### src/rtl/or1200_aes_arb_pkg.sv
// Shared constants for the OR1200 AES pad arbiter: FSM encodings and the
// default abort limit for an AES operation.
package or1200_aes_arb_pkg;

    localparam logic [1:0] ST_IDLE = 2'd0;
    localparam logic [1:0] ST_LOAD = 2'd1;
    localparam logic [1:0] ST_WAIT = 2'd2;
    localparam logic [1:0] ST_RESP = 2'd3;

    localparam logic [7:0] AES_ARB_TIMEOUT = 8'd63;

endpackage

### src/rtl/or1200_rr_arb2.sv
// Two-way round-robin arbiter: combinational grant, registered last winner.
// After reset requester 1 counts as last winner, so requester 0 goes first.
module or1200_rr_arb2 (
    input  logic clk,
    input  logic rst,
    input  logic req0_i,
    input  logic req1_i,
    input  logic update_i,
    output logic valid_o,
    output logic gnt_o
);

    logic last_q;
    logic gnt_d;

    always_comb begin
        gnt_d = 1'b0;
        if (req0_i && req1_i) begin
            gnt_d = ~last_q;
        end else if (req1_i) begin
            gnt_d = 1'b1;
        end
    end

    always_ff @(posedge clk) begin
        if (rst) begin
            last_q <= 1'b1;
        end else if (update_i) begin
            last_q <= gnt_d;
        end
    end

    assign valid_o = req0_i | req1_i;
    assign gnt_o   = gnt_d;

endmodule

### src/rtl/or1200_aes_arbiter.sv
// Shares one AES core between the load and store pad requesters, with
// per-requester OFB chaining and a bounded wait for the core to finish.
module or1200_aes_arbiter
    import or1200_aes_arb_pkg::*;
#(
    parameter logic [7:0] TIMEOUT = AES_ARB_TIMEOUT
) (
    input  logic         clk,
    input  logic         rst,
    input  logic         key_valid,
    input  logic         req0,
    input  logic         req1,
    input  logic [127:0] seed0,
    input  logic [127:0] seed1,
    input  logic         chain0,
    input  logic         chain1,
    output logic         ack0,
    output logic         ack1,
    output logic [127:0] pad_out,
    output logic         err,
    output logic         aes_ld,
    output logic [127:0] aes_text_in,
    input  logic         aes_done,
    input  logic [127:0] aes_text_out,
    output logic         busy
);

    logic [1:0]   state_q, state_d;
    logic         gnt_q;
    logic         err_q;
    logic [7:0]   cnt_q;
    logic [127:0] text_q;
    logic [127:0] pad_q;
    logic [127:0] chain0_q;
    logic [127:0] chain1_q;

    logic arb_valid;
    logic arb_gnt;
    logic start;
    logic timed_out;

    or1200_rr_arb2 u_arb (
        .clk      (clk),
        .rst      (rst),
        .req0_i   (req0),
        .req1_i   (req1),
        .update_i (start),
        .valid_o  (arb_valid),
        .gnt_o    (arb_gnt)
    );

    assign start     = (state_q == ST_IDLE) && key_valid && arb_valid;
    assign timed_out = !aes_done && (cnt_q == TIMEOUT);

    always_comb begin
        state_d = state_q;
        case (state_q)
            ST_IDLE: if (start) state_d = ST_LOAD;
            ST_LOAD: state_d = ST_WAIT;
            ST_WAIT: if (aes_done || timed_out) state_d = ST_RESP;
            default: state_d = ST_IDLE;
        endcase
    end

    // Inputs are captured only at grant, so requesters may change them freely
    // while their operation is in flight.
    always_ff @(posedge clk) begin
        if (rst) begin
            state_q  <= ST_IDLE;
            gnt_q    <= 1'b0;
            err_q    <= 1'b0;
            cnt_q    <= 8'd0;
            text_q   <= '0;
            pad_q    <= '0;
            chain0_q <= '0;
            chain1_q <= '0;
        end else begin
            state_q <= state_d;
            case (state_q)
                ST_IDLE: begin
                    if (start) begin
                        gnt_q  <= arb_gnt;
                        err_q  <= 1'b0;
                        text_q <= arb_gnt ? (chain1 ? chain1_q : seed1)
                                          : (chain0 ? chain0_q : seed0);
                    end
                end
                ST_LOAD: cnt_q <= 8'd0;
                ST_WAIT: begin
                    if (aes_done) begin
                        pad_q <= aes_text_out;
                        err_q <= 1'b0;
                        if (gnt_q) chain1_q <= aes_text_out;
                        else       chain0_q <= aes_text_out;
                    end else if (timed_out) begin
                        pad_q <= '0;
                        err_q <= 1'b1;
                    end else begin
                        cnt_q <= cnt_q + 8'd1;
                    end
                end
                default: ;
            endcase
        end
    end

    assign aes_ld      = (state_q == ST_LOAD);
    assign busy        = (state_q != ST_IDLE);
    assign ack0        = (state_q == ST_RESP) && !gnt_q;
    assign ack1        = (state_q == ST_RESP) &&  gnt_q;
    assign err         = (state_q == ST_RESP) && err_q;
    assign pad_out     = pad_q;
    assign aes_text_in = text_q;

endmodule

### config.mk
export PLATFORM = sky130hd
export DESIGN_NAME = or1200_aes_arbiter
export DESIGN_NICKNAME = d
export VERILOG_FILES = /design/src/rtl/or1200_aes_arb_pkg.sv /design/src/rtl/or1200_rr_arb2.sv /design/src/rtl/or1200_aes_arbiter.sv
export SDC_FILE = /design/constraint.sdc
export NUM_CORES = 1
export LEC_CHECK = 0
export ABC_AREA = 1
export CAP_MARGIN = 20
export CORE_AREA = 2 2 336 172
export CTS_CLUSTER_SIZE = 20
export DETAILED_ROUTE_END_ITERATION = 6
export DIE_AREA = 0 0 338 174
export GPL_TIMING_DRIVEN = 0
export PLACE_DENSITY = 0.67
export SETUP_SLACK_MARGIN = 0.5
export SLEW_MARGIN = 10
export SYNTH_ARGS = -nofsm -noshare
export SYNTH_HDL_FRONTEND = slang
export SYNTH_SLANG_ARGS = --single-unit
### constraint.sdc
create_clock -name clk -period 3 [get_ports clk]
set_clock_uncertainty 0.2 [all_clocks]
set_input_delay 0.45 -clock clk [delete_from_list [all_inputs] [get_ports clk]]
set_output_delay 0.45 -clock clk [all_outputs]
set_load 0.02 [all_outputs]
# [Yosys cells after proc, flatten, opt, wreduce, memory -nomap -nowiden]
# Index checks and enable logic that the tools add are counted.
[op_classes] add_sub_neg=1 n_eq_ne=9 mux=17 bitwise_logic=3 reduce_logical=22
[op_table] cell="$mux W128" count=5
[op_table] cell="$mux W8" count=2
[op_table] cell="$pmux W8 S2" count=1
[op_table] cell="$reduce_and A3 Y1" count=4
[op_table] cell="$add A8 B1 Y8 const B" count=1
[op_table] cell="$eq A8 B6 Y1 const B" count=1
[op_table] cell="$ne A2 B2 Y1 const B" count=4
[op_table] cell="$reduce_bool A2 Y1" count=4
[op_table] cell="$logic_and A1 B1 Y1" count=7
[op_table] cell="$pmux W2 S3" count=1
[op_table] cell="$reduce_and A2 Y1" count=3
[op_table] cell="$mux W1" count=5
[op_table] cell="$eq A2 B2 Y1 const B" count=2
[op_table] cell="$mux W2" count=2
[op_table] cell="$ne A3 B3 Y1 const B" count=1
[op_table] cell="$eq A2 B1 Y1 const B" count=1
[op_table] cell="$logic_not A1 Y1" count=2
[op_table] cell="$logic_not A2 Y1" count=1
[op_table] cell="$not A1 Y1" count=2
[op_table] cell="$pmux W1 S2" count=1
[op_table] cell="$logic_or A1 B1 Y1" count=1
[op_table] cell="$or A1 B1 Y1" count=1
[totals] ff_bits=525 out_inout_bits=261 elab_cells=61

# [Longest topological paths before layout]
# Gate-level depths: netlist of the first run.
[logic_depth] word_depth=5 ltp_mapped=11

# [By module]
# Synthesis of the first run repeated with hierarchy kept, for this count alone.
[hier_totals] cells_unflattened=3043 hier_area_um2=22307.6
[by_module_without_submodules] mod="or1200_aes_arbiter" n_inst=1 cells_per_inst=3035 area_each_um2=22252.6 seq_area_each_um2=10490.1
[by_module_without_submodules] mod="or1200_rr_arb2" n_inst=1 cells_per_inst=8 area_each_um2=55.1 seq_area_each_um2=20.0

# [Least setup slack after synthesis of the first run]
# OpenSTA, ideal clock, no wires.
[synth_timing] kind="register to output" startpoint="register gnt_q" endpoint="output port ack1" t_arrival_ns=1.124 path_slack_ns=1.226 stages_incl_launch_ff=5 path_buffers=2 path_cell_list="dfxtp_1 -> buf_1 -> buf_1 -> nand2_1 -> inv_1"
[synth_between] elab_chain_cells=1
[synth_lines] item="from (decl)" line_no="or1200_aes_arbiter.sv:29" text="logic gnt_q;"
[synth_lines] item="from (signal assigned)" line_no="or1200_aes_arbiter.sv:82" text="gnt_q <= arb_gnt;"
[synth_lines] item="$logic_and A1 B1 Y1" line_no="or1200_aes_arbiter.sv:110" text="assign ack1 = (state_q == ST_RESP) && gnt_q;"
[synth_lines] item="to (decl)" line_no="or1200_aes_arbiter.sv:18" text="output logic ack1,"
# Every way passes these cells.

# [Final worst setup path of the first run]
[layout_timing] startpoint="register gnt_q" endpoint="output port ack0"
[layout_between] elab_chain_cells=2
[layout_lines] item="$logic_not A1 Y1" line_no="or1200_aes_arbiter.sv:109" text="assign ack0 = (state_q == ST_RESP) && !gnt_q;"
[layout_lines] item="$logic_and A1 B1 Y1" line_no="or1200_aes_arbiter.sv:109"
[layout_lines] item="to (decl)" line_no="or1200_aes_arbiter.sv:17" text="output logic ack0,"
# Every way passes these cells.

==> out/metrics.cfg, run 1 <==
[global_routing]
antenna_found_initial = 23
grt_max_degree = 15
grt_first_pass_wirelength_mm = 144
grt_overflow_total = 0
grt_usage_pct = 32.5
first_global_vias = 22300

[timing]
slew_viol_final = 0
period_share_pct = 82.4
rsz0062_at_grt = yes
final.setup.tns_ps = 0
worst_pin_slew_ps = 1020
fmax_ghz = 0.405
fin_crit_ps = 2470
finalHoldViolCount = 0
slew_headroom_pct = 32.1
setup_viol = 0

[synthesis]
yosys_warnings = 0
ys_types = 28
postSynthCellCount = 3120
avgSynthCellArea_sq_um = 7.08
ys.flop_type = dfxtp_1
syn-cell-area_sq_mm = 0.0221
ys_async_sr_fraction_pct = 0
syn-num-nets = 3517
ys_ff_latch = 525
synth_edf_count = 0
ys_seq_area_share_pct = 47.6

[pwr]
p_leak_nw = 11.0
peakVddDrop_mv = 0.371
powerDensity_mw_per_mm2 = 636

[clock_tree]
root_buffer = clkbuf_16
clk_latency_ps = 600
clk_pin_slew_ps = 60
htreeDepth = 2
clockBufferDepth = 3
clock_sinks = 525
cts_tree = done
cts_inserted_buffers = 50
post_cts_buffers = 0

[worst_setup_path]
critical_path_class = register to output port
critPathCaptureType = output port
regToRegSetupSlack_ps = 610
required_ps = 2350
critPathMaxFanout = 10
r2r_end = aes_text_in[44]$_SDFFE_PP0P_
arrival_ps = 1820
reg2reg_depth = 8
r2r-start = u_arb.last_q$_SDFFE_PP1P_
start_kind = register

[cells_and_area]
final_nets = 4221
layout-drive-gt1-share_pct = 5.80
seqCellArea_sq_mm = 0.0105
area_growth_pct = 41.7
nFillCells = 5451
final_util_pct = 55.6
multi_input_area_sq_mm = 0.00999
instances_no_fill = 4650

[die]
die_y_microns = 174
die_w_microns = 338
fp.coreArea_sq_mm = 0.0562
ios = 653
initial_core_util_pct = 39.3
die_area_sq_mm = 0.0588
row_count = 62

[detailed_routing]
detail_route.first_pass.iterations = 7
routedWlPerCell_microns = 21.3
wl_mm = 98.9
antenna_left = 0
drt_iter0_drc = 2722
drc = 0
vias_per_cell = 5.29
num_vias = 24600

[min_path]
holdCritPathClass = input pin to register
holdCritStartpoint = chain1
holdPathEnd = aes_text_in[86]$_SDFFE_PP0P_
min_path_cells = 5

[place]
dp_cells = 4539
hpwl_mm = 76.4
gp_congestion = 0.966
port-buffer-count = 650

[flow_run]
cap_violations = 0

[status]
status = finished, final reports clean

-- layout by cell type, fill, tap and decap left out, types with 3 or more instances in the layout --
master,n
nand2_1,1149
clkdlybuf4s50_1,646
dfxtp_1,524
a21oi_1,520
nand3_1,356
clkbuf_1,128
inv_1,101
buf_2,98
o21ai_0,86
o211ai_1,84
clkbuf_16,53
diode_2,19
nor2_1,16
clkbuf_2,16
buf_1,14
buf_6,12
clkinv_2,12
buf_4,7
clkbuf_8,7
inv_2,5
ha_1,5
clkbuf_4,3
bufinv_16,3
dlygate4sd2_1,3
-- state kept, by name (all words and copies together) (netlist names) --
signal        flops
aes_text_in     128
chain0_q        128
chain1_q        128
pad_out         128
cnt_q             8
state_q           2
err_q             1
gnt_q             1
u_arb.last_q      1
-- metal layers --
layer / wire length [microns] / track usage [%] / up-vias
met5: 9 / 0 / -
met4: 3450 / 11.8 / 2
met3: 9370 / 6.95 / 182
met2: 39400 / 44.2 / 1210
met1: 46700 / 49.7 / 11500
li1: - / - / 11700
-- cells in the mapped netlist, types with 4 or more instances --
cell type	number	share of area (%)
ha_1	5	0.28
nor2_1	16	0.27
buf_6	8	0.41
nand3_1	356	8.1
buf_1	18	0.31
nand2_1	1149	20
o21ai_0	86	1.9
o211ai_1	84	2.9
buf_4	4	0.14
inv_2	5	0.085
clkbuf_1	127	2.2
buf_2	103	2.3
dfxtp_1	525	48
a21oi_1	520	12
inv_1	101	1.7
-- how the worst max path moves through the flow --
stage                     slack, ps               startpoint                           end  cells after the start
after floorplan                1230       gnt_q$_SDFFE_PP0P_                          ack1                      4
after global placement         -340                     req0  aes_text_in[12]$_SDFFE_PP0P_                      8
after detailed placement        -90                 aes_done     chain1_q[39]$_SDFFE_PP0P_                      7
after CTS                       510  state_q[1]$_SDFFE_PP0P_                        aes_ld                      3
after global routing            470  state_q[0]$_SDFFE_PP0P_     chain1_q[48]$_SDFFE_PP0P_                      9
final                           530       gnt_q$_SDFFE_PP0P_                          ack0                      4
-- layout make-up --
cell class / instances / share of cell area [%]
flip-flops and latches: 525 / 33.6
multi-input cells: 2228 / 31.9
repair buffers: 652 / 20.8
clock buffers: 75 / 4.73
plain buffers: 260 / 3.93
well taps: 768 / 3.07
inverters: 107 / 1.28
clock inverters: 16 / 0.504
diodes: 19 / 0.152
-- metrics by stage --
stage | total power, mW | instance area (sq um) | worst slack, ps | hold WS, ps
global placement | 13.3 | 29500 | -342 | 242
finish | 19.9 | 31300 | 529 | 195
CTS | 19.8 | 31200 | 505 | 171
global route | 20.7 | 31300 | 466 | 201
floorplan | 10.8 | 22100 | 1230 | 230
detailed placement | 13.3 | 29600 | -90.1 | 246
-- logic make-up (layout without fill, tap and decap cells) --
kind of cell | count (synthesis) | after routing | synth area share [%]
and+or+nand+nor | 1527 | 1527 | 28.1
buffers and inverters | 367 | 1110 | 7.16
DFF | 525 | 525 | 47.6
AOI/OAI and AO/OA | 695 | 695 | 16.8
adders and majority gates | 5 | 5 | 0.283
other | 0 | 19 | 0
xor gates and xnor gates | 1 | 1 | 0.0397
-- power by group --
group | switching, mW | internal [mW]
clock network | 2.93 | 3.66
logic | 3.21 | 2.09
registers | 0.369 | 7.63
total | 6.51 | 13.4
-- worst max-delay path: stages, from the launching register on --
cell and delay (ps):
dfxtp_2 360, buf_6 160, buf_4 190, nor2_1 140, dlygate4sd2_1 370
-- what timing repair did --
item                       CTS  global route
cloned                       0             0
gates resized for setup     15            33
setup endpoints to repair   97           254
hold buffers                 0             0
Note: power is estimated with default switching activity, not from simulation.
==> inputs of run 2 (changes only) <==
==> constraint.sdc (replaced) <==
create_clock -name clk -period 2.5 [get_ports clk]
set_clock_uncertainty 0.2 [all_clocks]
set_input_delay 0.375 -clock clk [delete_from_list [all_inputs] [get_ports clk]]
set_output_delay 0.375 -clock clk [all_outputs]
set_load 0.02 [all_outputs]
==> out/metrics.cfg, run 2 (synthesis results as in run 1) <==
[worst_setup_path]
path_delay_family = flip-flops
crit_path_max_incr_delay_ps = 370
cpMostUsedCell = buf_6
critPathMaxFanout = 3
cp.depth = 5
critical_path_class = register to output port
slowest_stage = dfxtp_4
r2r_end = chain0_q[40]$_SDFFE_PP0P_
path_cells = buf_6, ha_4, inv_2, nor2_4, buf_6
critPathCaptureType = output port
crit_path_end = ack0
cp.buffers_inverters = 3
required_ps = 1920
cp-startpoint = state_q[0]$_SDFFE_PP0P_
arrival_ps = 1470
reg2reg_depth = 8
r2r-start = state_q[1]$_SDFFE_PP0P_
start_kind = register
regToRegSetupSlack_ps = 480

[global_routing]
grt_max_degree = 15
use_met1_pct = 50.3
first_global_vias = 22400
grt_use_met3_pct = 5.88
grt_busiest_layer = met1
antenna_found_initial = 19
gr-usage-met2_pct = 45.2
grt_overflow_total = 0
grt_first_pass_wirelength_mm = 145
grt_usage_pct = 32.7

[detailed_routing]
vias_per_cell = 5.32
wl_mm = 101
drt_iter0_drc = 2864
antenna_left = 0
num_vias = 24800
drc = 0
routedWlPerCell_microns = 21.6
detail_route.first_pass.iterations = 6

[timing]
finalHoldViolCount = 0
fin_crit_ps = 2050
fmax_ghz = 0.489
slew_viol_final = 0
period_share_pct = 81.8
slew_headroom_pct = 34.6
setup_ws_ps = 455
rsz0062_at_grt = yes
worst_pin_slew_ps = 981
setup_viol = 0
final.setup.tns_ps = 0
holdWs_ps = 120

[clock_tree]
root_buffer = clkbuf_16
clk_pin_slew_ps = 60
clk_latency_ps = 600
cts_tree = done
clock_sinks = 525
htreeDepth = 2
cts_inserted_buffers = 50
clockBufferDepth = 3
hold_buffers = 0

[pwr]
powerDensity_mw_per_mm2 = 759
p_total_mw = 24.2
p_leak_nw = 12.6
peakVddDrop_mv = 0.446

[cells_and_area]
instances_no_fill = 4667
final_util_pct = 56.7
final_area_sq_mm = 0.0319
final_common_cell = nand2_1
most-common-layout-cells = 1144 x nand2_1, 520 x dfxtp_1, 512 x a21oi_1
final_nets = 4239
layout-drive-gt1-share_pct = 8.45
area_growth_pct = 44.5

[place]
gp_congestion = 0.966
dp_cells = 4539
hpwl_mm = 76.4
placed_area_sq_mm = 0.0296
dp_slack_ps = -515
port-buffer-count = 650

[status]
status = finished, final reports clean

[die]
ios = 653
die_area_sq_mm = 0.0588
die_y_microns = 174
row_count = 62
fp.coreArea_sq_mm = 0.0562
die_w_microns = 338
initial_core_util_pct = 39.3

[min_path]
min_path_cells = 5
holdCritPathClass = input pin to register

[flow_run]
cap_violations = 0

-- run 2: worst min-delay path by stage --
stage               slack [ps]                            to                       start
finish                     120  aes_text_in[86]$_SDFFE_PP0P_                      chain1
global route               120  aes_text_in[86]$_SDFFE_PP0P_                      chain1
CTS                         90  aes_text_in[86]$_SDFFE_PP0P_                      chain1
detailed placement         250    chain1_q[127]$_SDFFE_PP0P_  chain1_q[127]$_SDFFE_PP0P_
global placement           240     chain1_q[72]$_SDFFE_PP0P_   chain1_q[72]$_SDFFE_PP0P_
floorplan                  230      chain1_q[0]$_SDFFE_PP0P_    chain1_q[0]$_SDFFE_PP0P_
-- run 2: timing repair --
item / 4_1_cts / 5_1_grt
pin swaps: 3 / 5
buffers inserted: 4 / 7
cloned: 0 / 7
endpoints found under the setup margin: 774 / 492
resized for setup: 415 / 179
-- run 2: metal layers --
layer | vias to the layer above | wire (microns)
met2 | 1215 | 41200
li1 | 11700 | -
met3 | 171 | 9210
met1 | 11700 | 47800
met5 | - | 7
met4 | 2 | 2710
-- run 2: layout make-up --
class,instances,area (sq um)
tap,768,961
timing repair buffer,670,6490
clock buffer,75,1480
clock inverter,16,158
sequential,525,10500
inverter,107,412
antenna,18,45.0
multi-input combinational,2228,10200
buffer,260,1620
fill,5422,24300
-- run 2: tightest hold or removal path: stages --
cell and delay [ps]:
buf_4 180, nand2_1 100, nand3_1 70, nand3_1 80
a21oi_1 60
-- run 2: where the power goes --
part / switching [mW] / internal, mW / total (mW)
clock network: 3.55 / 4.39 / 7.94
logic: 4.06 / 2.61 / 6.67
registers: 0.430 / 9.17 / 9.60
==> inputs of run 3 (changes only) <==
==> constraint.sdc (replaced) <==
create_clock -name clk -period 2 [get_ports clk]
set_clock_uncertainty 0.2 [all_clocks]
set_input_delay 0.3 -clock clk [delete_from_list [all_inputs] [get_ports clk]]
set_output_delay 0.3 -clock clk [all_outputs]
set_load 0.02 [all_outputs]
==> out/metrics.cfg, run 3 (synthesis results as in run 1) <==
[status]
status = complete, but fails checks
violations = DRC

[die]
initial_core_util_pct = 39.3
die_y_microns = 174
row_count = 62
die_w_microns = 338
ios = 653
fp.coreArea_sq_mm = 0.0562
die_area_sq_mm = 0.0588

[place]
port-buffer-count = 650
hpwl_mm = 76.5
placed_area_sq_mm = 0.0298
gp_congestion = 0.965

[clock_tree]
clock_sinks = 525
cts_tree = done
hold_buffers = 0
htreeDepth = 2
clockBufferDepth = 3
clk_pin_slew_ps = 80
root_buffer = clkbuf_16
cts_inserted_buffers = 49
clk_latency_ps = 610

[cells_and_area]
final_area_sq_mm = 0.0356
area_growth_pct = 61.2
seqCellArea_sq_mm = 0.0105
multi_input_area_sq_mm = 0.0122
final_nets = 4290
nFillCells = 4985
final_common_cell = nand2_1
most-common-layout-cells = 1048 x nand2_1, 516 x dfxtp_1, 389 x clkdlybuf4s50_1
layout-drive-gt1-share_pct = 18.6

[detailed_routing]
wl_mm = 107
num_vias = 25700
antenna_left = 0
vias_per_cell = 5.45
detail_route.first_pass.iterations = 7
drc = 3
drt_iter0_drc = 2962
routedWlPerCell_microns = 22.6

[global_routing]
antenna_found_initial = 22
grt_first_pass_wirelength_mm = 147
first_global_vias = 22600
grt_usage_pct = 33.1
grt_max_degree = 16
grt_overflow_total = 0

[pwr]
p_leak_nw = 13.7
peakVddDrop_mv = 0.686
powerDensity_mw_per_mm2 = 922

[timing]
final.setup.tns_ps = 0
slew_headroom_pct = 29.2
period_share_pct = 97.9
holdWs_ps = 48.3
fmax_ghz = 0.511
fin_crit_ps = 1960
setup_viol = 0
rsz0062_at_grt = yes
worst_pin_slew_ps = 1060
finalHoldViolCount = 0
slew_viol_final = 0

[worst_setup_path]
critPathMaxFanout = 5
critical_path_class = register to register
start_kind = register
critPathCaptureType = register
required_ps = 2320
arrival_ps = 2280

[flow_run]
cap_violations = 0

[min_path]
holdCritPathClass = input pin to register

==> run 3: worst max-delay path, stage by stage (launching register included) <==
cell and delay (ps):
dfxtp_4 380, inv_4 80, ha_4 150, nand2_2 40, o21bai_4 210, inv_4 100
buf_6 130, clkbuf_16 190, buf_12 140, nand3_1 120, a21oi_2 130
==> run 3: what timing repair did <==
item | in CTS | in global routing
resized for setup | 502 | 600
pin swaps | 25 | 59
gates cloned | 12 | 29
buffers inserted | 16 | 13
endpoints found under the setup margin | 786 | 786
==> run 3: through the flow <==
step / setup slack (ps) / std cells / utilization (%) / total power [mW]
detailed placement: -884 / 4540 / 53.1 / 20.2
global placement: -1240 / 4538 / 53.0 / 20.1
floorplan: 434 / 3120 / - / 16.4
finish: 42.8 / 4720 / 63.3 / 32.8
CTS: 65.7 / 4659 / 57.7 / 30.5
global route: -50.5 / 4719 / 63.3 / 33.9
==> run 3: where the power goes <==
part	leakage, nW	total [mW]	internal, mW	switching, mW
registers	4.26	12.1	11.5	0.660
logic	8.58	10.4	4.44	5.99
clock network	0.841	10.3	5.73	4.52
==> run 3: cell type report <==
type                            instances  area share [%]
Antenna cell                           19           0.134
Buffer                                260            5.91
Tap cell                              768            2.70
Clock buffer                           71            4.11
Inverter                              107            1.18
Clock inverter                         20           0.668
Sequential cell                       525            29.6
Multi-Input combinational cell       2229            34.4
Timing Repair Buffer                  721            21.3
==> run 3: layer usage <==
metal  GRT usage, %  wire (microns)  part of all wire, %  up-vias
met4           10.4            3620                  3.4        4
met3           7.21           10300                  9.7      237
met5              0              28                0.026        -
met1           50.7           49500                   46    12200
li1               -               -                    -    11900
met2           45.3           43100                   40     1417
==> run 3: path summary, 6_finish.rpt <==
kind                            slack [ps]                         start                      endpoint  cells past startpoint
worst max-delay path                    40       state_q[1]$_SDFFE_PP0P_  aes_text_in[28]$_SDFFE_PP0P_                     10
worst max register to register          40       state_q[1]$_SDFFE_PP0P_  aes_text_in[28]$_SDFFE_PP0P_                     10
worst min-delay path                    50                        chain1  aes_text_in[86]$_SDFFE_PP0P_                      5
worst min register to register         260  aes_text_in[98]$_SDFFE_PP0P_  aes_text_in[98]$_SDFFE_PP0P_                      2
